<file path="src/rtl/bw_seq_multiplier.sv">
// Sequential signed MxM modified Baugh-Wooley multiplier: one partial-product row per cycle into a carry-save layer, then a merge cycle.
// Optional feature BW_EARLY_ZERO_EN: a zero operand bypasses accumulation and yields product 0 one cycle after accept.
module bw_seq_multiplier #(
  parameter int M = 5
) (
  input  logic           clk,
  input  logic           rst_n,
  input  logic           in_valid,
  output logic           in_ready,
  input  logic [M-1:0]   a,
  input  logic [M-1:0]   b,
  output logic           out_valid,
  input  logic           out_ready,
  output logic [2*M-1:0] product,
  output logic           busy
);

  localparam int CW = $clog2(M);
  // Modified Baugh-Wooley correction: +2^M and +2^(2M-1).
  localparam logic [2*M-1:0] BW_CORR = {1'b1, {(M-2){1'b0}}, 1'b1, {M{1'b0}}};

  typedef enum logic [1:0] {
    IDLE  = 2'd0,
    ACCUM = 2'd1,
    MERGE = 2'd2,
    DONE  = 2'd3
  } state_t;

  state_t         state_q, state_d;
  logic [M-1:0]   a_q, a_d;
  logic [M-1:0]   b_q, b_d;
  logic [M-1:0]   s_q, s_d;
  logic [M-1:0]   c_q, c_d;
  logic [M-1:0]   lo_q, lo_d;
  logic [CW-1:0]  count_q, count_d;
  logic [2*M-1:0] product_q, product_d;
  logic           out_valid_q, out_valid_d;

  logic [M-1:0]   row_s;
  logic [M-1:0]   sum_s;
  logic [M-1:0]   carry_s;
  logic [M-1:0]   hi_s;
  logic           last_row_s;

  assign last_row_s = (count_q == CW'(M-1));

  // Row k of the BW array; sign-row and sign-column terms are inverted, their crossing is not.
  always_comb begin
    row_s = {M{1'b0}};
    for (int j = 0; j < M; j++) begin
      row_s[j] = (a_q[j] & b_q[count_q]) ^ ((j == M-1) != last_row_s);
    end
  end

  // One carry-save layer: row + S + C at the current weight; bit 0 of the sum is final.
  always_comb begin
    sum_s   = row_s ^ s_q ^ c_q;
    carry_s = (row_s & s_q) | (row_s & c_q) | (s_q & c_q);
    hi_s    = s_q + c_q;
  end

  // Next-state and datapath control.
  always_comb begin
    state_d     = state_q;
    a_d         = a_q;
    b_d         = b_q;
    s_d         = s_q;
    c_d         = c_q;
    lo_d        = lo_q;
    count_d     = count_q;
    product_d   = product_q;
    out_valid_d = out_valid_q;
    case (state_q)
      IDLE: begin
        if (in_valid) begin
          a_d     = a;
          b_d     = b;
          s_d     = {M{1'b0}};
          c_d     = {M{1'b0}};
          lo_d    = {M{1'b0}};
          count_d = {CW{1'b0}};
          state_d = ACCUM;
`ifdef BW_EARLY_ZERO_EN
          if ((a == {M{1'b0}}) || (b == {M{1'b0}})) begin
            state_d   = DONE;
            product_d = {(2*M){1'b0}};
          end else begin
            state_d = ACCUM;
          end
`endif
        end else begin
          state_d = IDLE;
        end
      end
      ACCUM: begin
        // S drops to the next weight; the retired bit enters lo from the top so row 0 lands at bit 0.
        s_d     = {1'b0, sum_s[M-1:1]};
        c_d     = carry_s;
        lo_d    = {sum_s[0], lo_q[M-1:1]};
        count_d = count_q + CW'(1);
        if (last_row_s) begin
          state_d = MERGE;
        end else begin
          state_d = ACCUM;
        end
      end
      MERGE: begin
        product_d   = {hi_s, lo_q} + BW_CORR;
        out_valid_d = 1'b1;
        state_d     = DONE;
      end
      DONE: begin
        // out_valid is raised here on the bypass path, so handshake only once it is visible.
        if (out_valid_q && out_ready) begin
          out_valid_d = 1'b0;
          state_d     = IDLE;
        end else begin
          out_valid_d = 1'b1;
        end
      end
      default: begin
        state_d     = IDLE;
        out_valid_d = 1'b0;
      end
    endcase
  end

  // State and datapath registers.
  always_ff @(posedge clk or negedge rst_n) begin
    if (!rst_n) begin
      state_q     <= IDLE;
      a_q         <= {M{1'b0}};
      b_q         <= {M{1'b0}};
      s_q         <= {M{1'b0}};
      c_q         <= {M{1'b0}};
      lo_q        <= {M{1'b0}};
      count_q     <= {CW{1'b0}};
      product_q   <= {(2*M){1'b0}};
      out_valid_q <= 1'b0;
    end else begin
      state_q     <= state_d;
      a_q         <= a_d;
      b_q         <= b_d;
      s_q         <= s_d;
      c_q         <= c_d;
      lo_q        <= lo_d;
      count_q     <= count_d;
      product_q   <= product_d;
      out_valid_q <= out_valid_d;
    end
  end

  assign in_ready  = (state_q == IDLE);
  assign busy      = (state_q != IDLE);
  assign out_valid = out_valid_q;
  assign product   = product_q;

endmodule

</file>
<file path="config.mk">
export PLATFORM = sky130hd
export DESIGN_NAME = bw_seq_multiplier
export DESIGN_NICKNAME = d
export VERILOG_FILES = /design/src/rtl/bw_seq_multiplier.sv
export SDC_FILE = /design/constraint.sdc
export NUM_CORES = 1
export LEC_CHECK = 0
export ABC_AREA = 1
export BUFFER_PORTS_ARGS = -buffer_cell sky130_fd_sc_hd__buf_4
export CORE_UTILIZATION = 52
export DETAILED_ROUTE_END_ITERATION = 12
export GPL_TIMING_DRIVEN = 0
export PLACE_DENSITY = 0.76
export SYNTH_ARGS = -nofsm -noshare
export SYNTH_HDL_FRONTEND = slang
export SYNTH_SLANG_ARGS = --single-unit
</file>
<file path="constraint.sdc">
create_clock -name clk -period 1.9 [get_ports clk]
set_clock_uncertainty 0.05 [all_clocks]
set_input_delay 0.095 -clock clk [delete_from_list [all_inputs] [get_ports clk]]
set_output_delay 0.095 -clock clk [all_outputs]
set_load 0.005 [all_outputs]
</file>
==> results_dict.tcl, run 1 <==
set metrics [dict create \
    status "finished clean" \
    syn_nets 263 \
    rsz0062_at_grt "true" \
    drt-total-wl_mm 4.19 \
    coreArea_um2 3800 \
    maxSlewViolCount 0 \
    swShare_pct 42.7 \
    total_power_mw 4.70 \
    powerDensity_nw_per_um2 1760 \
    async_flop_share_pct 100 \
    antenna_cells 0 \
    vias 1679 \
    min_period_ns 1.88 \
    gp_congestion 0.754 \
    dp.cells 310 \
    drive_gt1_share_pct 26.8 \
    drtPass1Iterations 5 \
    endpoint_kind "flop" \
    clock_power_share_pct 12.8 \
    synth_edf_count 0 \
    fp.dieW_um 66.1 \
    hold_depth 3 \
    num_rows 22 \
    critPathLaunch "count_q[1]" \
    dieArea_um2 4370 \
    grt_start_max_net_pins 41 \
    startpoint_type "flop" \
    cts_max_level 2 \
    synth_commonest_cells "nand2_1 (84), dfrtp_1 (40), inv_1 (25)" \
    synth.ff_latch_count 40 \
    cts-buffers-inserted 5 \
    leakage_nw 1.32 \
    clockRootBuffer "clkbuf_8" \
    cellInternalPower_mw 2.70 \
    drc 0 \
    die_h_um 66.1 \
    final_cells 332 \
    ant_nets 0 \
    period_share_pct 99.0 \
    worstPathRequired_ns 2.03 \
    final_nets 311 \
    avgRoutedWirePerCell_um 12.6 \
    ys.flop_type "dfrtp_1" \
    start_util_pct 56.3 \
    netlist_area_um2 2140 \
    p_comb_share_pct 54.4 \
    grt_pass1_vias 1605 \
    pin_count 27 \
    criticalPathCategory "reg2reg" \
    worst_slack_ns 0.0184 \
    grt_first_pass_wirelength_mm 7.00 \
    ys_warn_count 0 \
    slew_headroom_pct 66.0 \
    hp-start "in_valid" \
    cts_sinks 40 \
    port-buffer-count 26 \
    ys_types 26 \
    area_delta_synth_final_pct 24.8 \
    overflow 0 \
    synth.most_common_cell "nand2_1" \
    cap_viol_max_count 0 \
    p_seq_share_pct 32.8 \
    yosys-top-cells-area "dfrtp_1 (47%), nand2_1 (15%), o22ai_2 (6.4%), fa_1 (4.7%), ha_1 (4.7%)" \
    crit_fanout 6 \
    antenna_found_initial 0 \
    worst_pin_slew_ns 0.511 \
    seq_area_frac_synth_pct 46.8 \
    worstReg2RegStart "count_q[1]" \
    synth_top_area_share_pct 46.8 \
    dp_hpwl_mm 2.86 \
    arrival_ns 2.02 \
    place_ws_ns -0.155 \
    hold_violations 0 \
    cts_buffer_depth 2 \
    reg2reg_depth 11 \
    setup_violations 0 \
    syn_avg_cell_area_um2 9.06 \
    synth_cells 236 \
    viasPerCell 5.06 \
    cts_tree "done" \
    clk_pin_slew_worst_paths_ns 0.07 \
    fmax_mhz 531 \
    grt_usage_pct 21.9 \
    hp-class "in2reg" \
    vdd_ir_drop_max_uv 746 \
    insertion_delay_ns 0.29 \
    power.switching_mw 2.01 \
    synth_top_cell_by_area "dfrtp_1" \
    dr.first_iter.drc_count 89 \
]
[what timing repair did]
action                                  CTS  global route
hold buffers                             10             1
buffers inserted                          0             3
cloned                                    0             1
resized for setup                         4            13
pin swaps                                 1             2
endpoints found under the setup margin   10            10
endpoints found under the hold margin    49             1
[flip-flops by register name, indices dropped and copies added (netlist names), named ones only]
signal     flops
b_q            5
count_q        3
c_q            5
s_q            4
product       10
state_q        1
lo_q           5
a_q            5
out_valid      1
[metrics by stage]
step	utilization (%)	setup TNS (ns)	hold WS, ns	area (um^2)
final	70.2	0	0.0696	2670
after global routing	70.2	-0.267	0.0825	2670
after CTS	68.3	0	0.000530	2590
after detailed placement	63.0	-0.958	0.0496	2390
after global placement	63.0	-0.609	0.0491	2390
after floorplan	-	0	-0.251	2140
[metal layers]
metal	part of all wire, %	vias to the layer above	GRT usage [%]	wire [um]
li1	-	852	-	-
met1	45	795	26.7	1900
met2	50	24	37.4	2110
met3	2.4	8	5.17	100
met4	1.9	0	7.98	78
met5	0	-	0	0
[cells in the final DEF, fill, tap and decap left out]
cell type      count
buf_4             29
nand2_4            2
nand4_1            1
nand2_1           81
o31ai_1            1
o21ai_0            7
dfrtp_2            1
xnor2_1            1
nor2_4             3
inv_1             22
a21oi_1            3
fa_1               5
nand2_8            1
nor2_2             3
o21ai_1            7
nand3_1           17
nand2_2            3
ha_1               6
nor2_8             1
inv_2              6
dfrtp_1           39
o22ai_2           11
buf_2              1
a22o_1             2
dlygate4sd3_1     11
ha_2               2
o211ai_1           1
nand3b_1           1
clkbuf_8           7
buf_6              3
nor2_1             3
inv_4              3
[cell type report]
type / count / area [um^2]
multi-input combinational: 162 / 1020
buffer: 4 / 38.8
inverter: 31 / 124
clock buffer: 7 / 96.3
timing repair buffer: 40 / 328
tap: 48 / 60.1
sequential: 40 / 1000
fill: 298 / 1130
[critical path: stages (launching register included)]
cell and delay, ns:
dfrtp_2 0.47, nor2_1 0.11, nor2_1 0.05, nand2_1 0.06, nand2_1 0.06, nand2_2 0.09
nand2_2 0.10, buf_4 0.15, nand3_1 0.06, nand2_1 0.08, ha_1 0.28, a22o_1 0.20
[power groups by stage]
| stage | logic [mW] | registers, mW | clock network (mW) |
|---|---|---|---|
| 6_report | 2.56 | 1.54 | 0.604 |
| 5_1_grt | 2.86 | 1.59 | 0.668 |
| 4_1_cts | 2.41 | 1.52 | 0.616 |
| 3_5_place_dp | 2.37 | 1.53 | 0 |
| 3_3_place_gp | 2.29 | 1.51 | 0 |
| 2_1_floorplan | 1.78 | 1.49 | 0 |
[path summary, 6_finish.rpt]
path                                   end  slack [ns]
worst max-delay path                s_q[3]        0.02
worst min-delay path            state_q[0]        0.07
worst max register to register      s_q[3]        0.02
worst min register to register  product[6]        0.44
max in group asynchronous       count_q[1]        1.15
min in group asynchronous       product[9]        0.26
[cells by family after synthesis]
| kind of cell | Yosys count | share of synthesized area (%) |
|---|---|---|
| AND/OR/NAND/NOR | 115 | 23.9 |
| adder cells (fa/ha/maj) | 13 | 9.37 |
| flip-flops | 40 | 46.8 |
| AO/OA/AOI/OAI | 32 | 11.9 |
| buffers and inverters | 35 | 7.49 |
| XOR/XNOR | 1 | 0.410 |
Note: power is estimated with default switching activity, not from simulation.
==> inputs of run 2 (changes only) <==
- SETUP_SLACK_MARGIN: unset -> 0.5
==> run 2 against run 1 <==
  * Sequential share of layout area is 1.5 points lower
  * Global-route usage is 1.4 points higher
  * Combinational power is 8.2% higher
  * Power is 8.8% higher
  * Largest power group unchanged
  * Critical path type unchanged
  * Non-clock buffer count is 3 higher
==> results_dict.tcl, run 2 (synthesis gave the netlist of run 1 again) <==
set metrics [dict create \
    slowest_delay_ns 0.53 \
    clock_power_share_pct 15.7 \
    cpMostUsedCell "nand2_2" \
    cellInternalPower_mw 3.01 \
    area_delta_synth_final_pct 30.1 \
    grt_pass1_vias 1684 \
    worstPathRequired_ns 2.03 \
    place_ws_ns 0.0226 \
    arrival_ns 2.01 \
    leakage_nw 1.34 \
    start_util_pct 56.3 \
    final_util_pct 73.2 \
    drt-total-wl_mm 4.19 \
    cp_top_family "simple AND/OR/NAND/NOR gates" \
    slew_headroom_pct 66.7 \
    worst_slack_ns 0.0181 \
    gp_congestion 0.757 \
    multi_input_area_um2 1070 \
    power.switching_mw 2.10 \
    grt_start_max_net_pins 41 \
    drive_gt1_share_pct 32.8 \
    maxSlewViolCount 0 \
    worst_pin_slew_ns 0.499 \
    cp_cell_sequence "nor2_2, nor2_1, nand2_1, nand2_1, nand2_2, nand2_2, nand3_1, nand2_2, fa_2, o22ai_2" \
    cts_buffer_depth 2 \
    hold_violations 0 \
    die_h_um 66.1 \
    min_period_ns 1.88 \
    fp.dieW_um 66.1 \
    num_rows 22 \
    antenna_cells 0 \
    crit_fanout 6 \
    final_cell_mix "nand2_1 (77), dfrtp_1 (38), buf_4 (32)" \
    dieArea_um2 4370 \
    dp_hpwl_mm 2.82 \
    period_share_pct 99.0 \
    final_common_cell "nand2_1" \
    overflow 0 \
    crit_buf_inv 0 \
    grt_first_pass_wirelength_mm 7.38 \
    coreArea_um2 3800 \
    insertion_delay_ns 0.29 \
    cts_tree "done" \
    antenna_found_initial 0 \
    clk_pin_slew_worst_paths_ns 0.08 \
    hp-class "in2reg" \
    criticalPathCategory "reg2reg" \
    dr.first_iter.drc_count 73 \
    n_fill_cell 274 \
    endpoint_kind "flop" \
    fin_setup_tns_ns 0 \
    swShare_pct 41.1 \
    port-buffer-count 26 \
    startpoint_type "flop" \
    status "finished clean" \
    drtPass1Iterations 4 \
    vdd_ir_drop_max_uv 948 \
    powerDensity_nw_per_um2 1840 \
    cts-buffers-inserted 5 \
    cts_max_level 2 \
    grt_usage_pct 23.3 \
    p_seq_share_pct 30.2 \
    cap_viol_max_count 0 \
    final_nets 314 \
    drc 0 \
    largest_reg_flops 10 \
    setup_violations 0 \
    fmax_mhz 531 \
    cts_sinks 40 \
    rrSetupSlack_ns 0.02 \
    vias 1706 \
    rsz0062_at_grt "true" \
    clockRootBuffer "clkbuf_8" \
    avgRoutedWirePerCell_um 12.5 \
    viasPerCell 5.09 \
    pin_count 27 \
    crit_path_top_delay_cell "fa_2" \
    dp.cells 310 \
    final-seq-area_um2 1000 \
    final_cells 335 \
    ant_nets 0 \
    p_comb_share_pct 54.1 \
]
run 2: cell count changes in the layout (fill, tap and decap cells not counted), moves of 2 or more:
cell / delta
buf_4: +3
bufinv_16: +2
clkbuf_8: -2
fa_1: -4
fa_2: +4
nand2_1: -4
nand2_2: +4
nor2_1: -2
nor2_2: +2
run 2: path summary, 6_finish.rpt:
kind | startpoint | to | depth (start not counted)
setup / recovery | count_q[1] | s_q[0] | 10
hold / removal | in_valid | a_q[0] | 4
setup reg to reg | count_q[1] | s_q[0] | 10
hold reg to reg | product[9] | product[9] | 2
max in group asynchronous | rst_n | count_q[1] | 2
min in group asynchronous | rst_n | product[9] | 2
run 2: through the flow:
stage	area, um^2	hold slack (ns)	total power [mW]
6_report	2780	0.0892	5.12
4_1_cts	2740	0.0783	5.03
5_1_grt	2780	0.101	5.57
3_5_place_dp	2430	0.0496	4.03
3_3_place_gp	2430	0.0519	3.92
2_1_floorplan	2170	-0.251	3.38
run 2: routing by layer:
layer  part of all wire [%]  wire (um)  vias up  track usage, %
met5                      0          0        -               0
met4                    1.6         69        0            9.84
met3                    4.4        183        5            5.69
met2                     49       2070       40            38.6
met1                     45       1870      802            28.7
li1                       -          -      859               -
run 2: worst reg2reg max path: cells and delay by family (launching register included):
kind | cells | cell delay [ns]
AOI/OAI and AO/OA | 1 | 0.08
adders and majority gates | 1 | 0.53
DFF | 1 | 0.47
and+or+nand+nor | 8 | 0.65
run 2: layout make-up:
cell class / count / area share (%)
Sequential cell: 40 / 36.1
Clock buffer: 5 / 2.48
Buffer: 4 / 1.62
Timing Repair Buffer: 43 / 12.6
Multi-Input combinational cell: 162 / 38.4
Clock inverter: 2 / 2.16
Tap cell: 48 / 2.16
Inverter: 31 / 4.46
run 2: power by group through the flow:
| stage | clock, mW | combinational, mW | sequential [mW] |
|---|---|---|---|
| after floorplan | 0 | 1.88 | 1.49 |
| after global placement | 0 | 2.40 | 1.52 |
| after detailed placement | 0 | 2.49 | 1.54 |
| after CTS | 0.824 | 2.67 | 1.54 |
| after global routing | 0.864 | 3.11 | 1.59 |
| final | 0.804 | 2.77 | 1.55 |
run 2: repair_timing:
action / 4_1_cts / 5_1_grt
endpoints found under the hold margin: 50 / 0
setup buffers: 4 / 2
pin swaps: 8 / 7
resized for setup: 13 / 9
endpoints found under the setup margin: 18 / 28
cloned: 1 / 0
hold buffers: 11 / 0
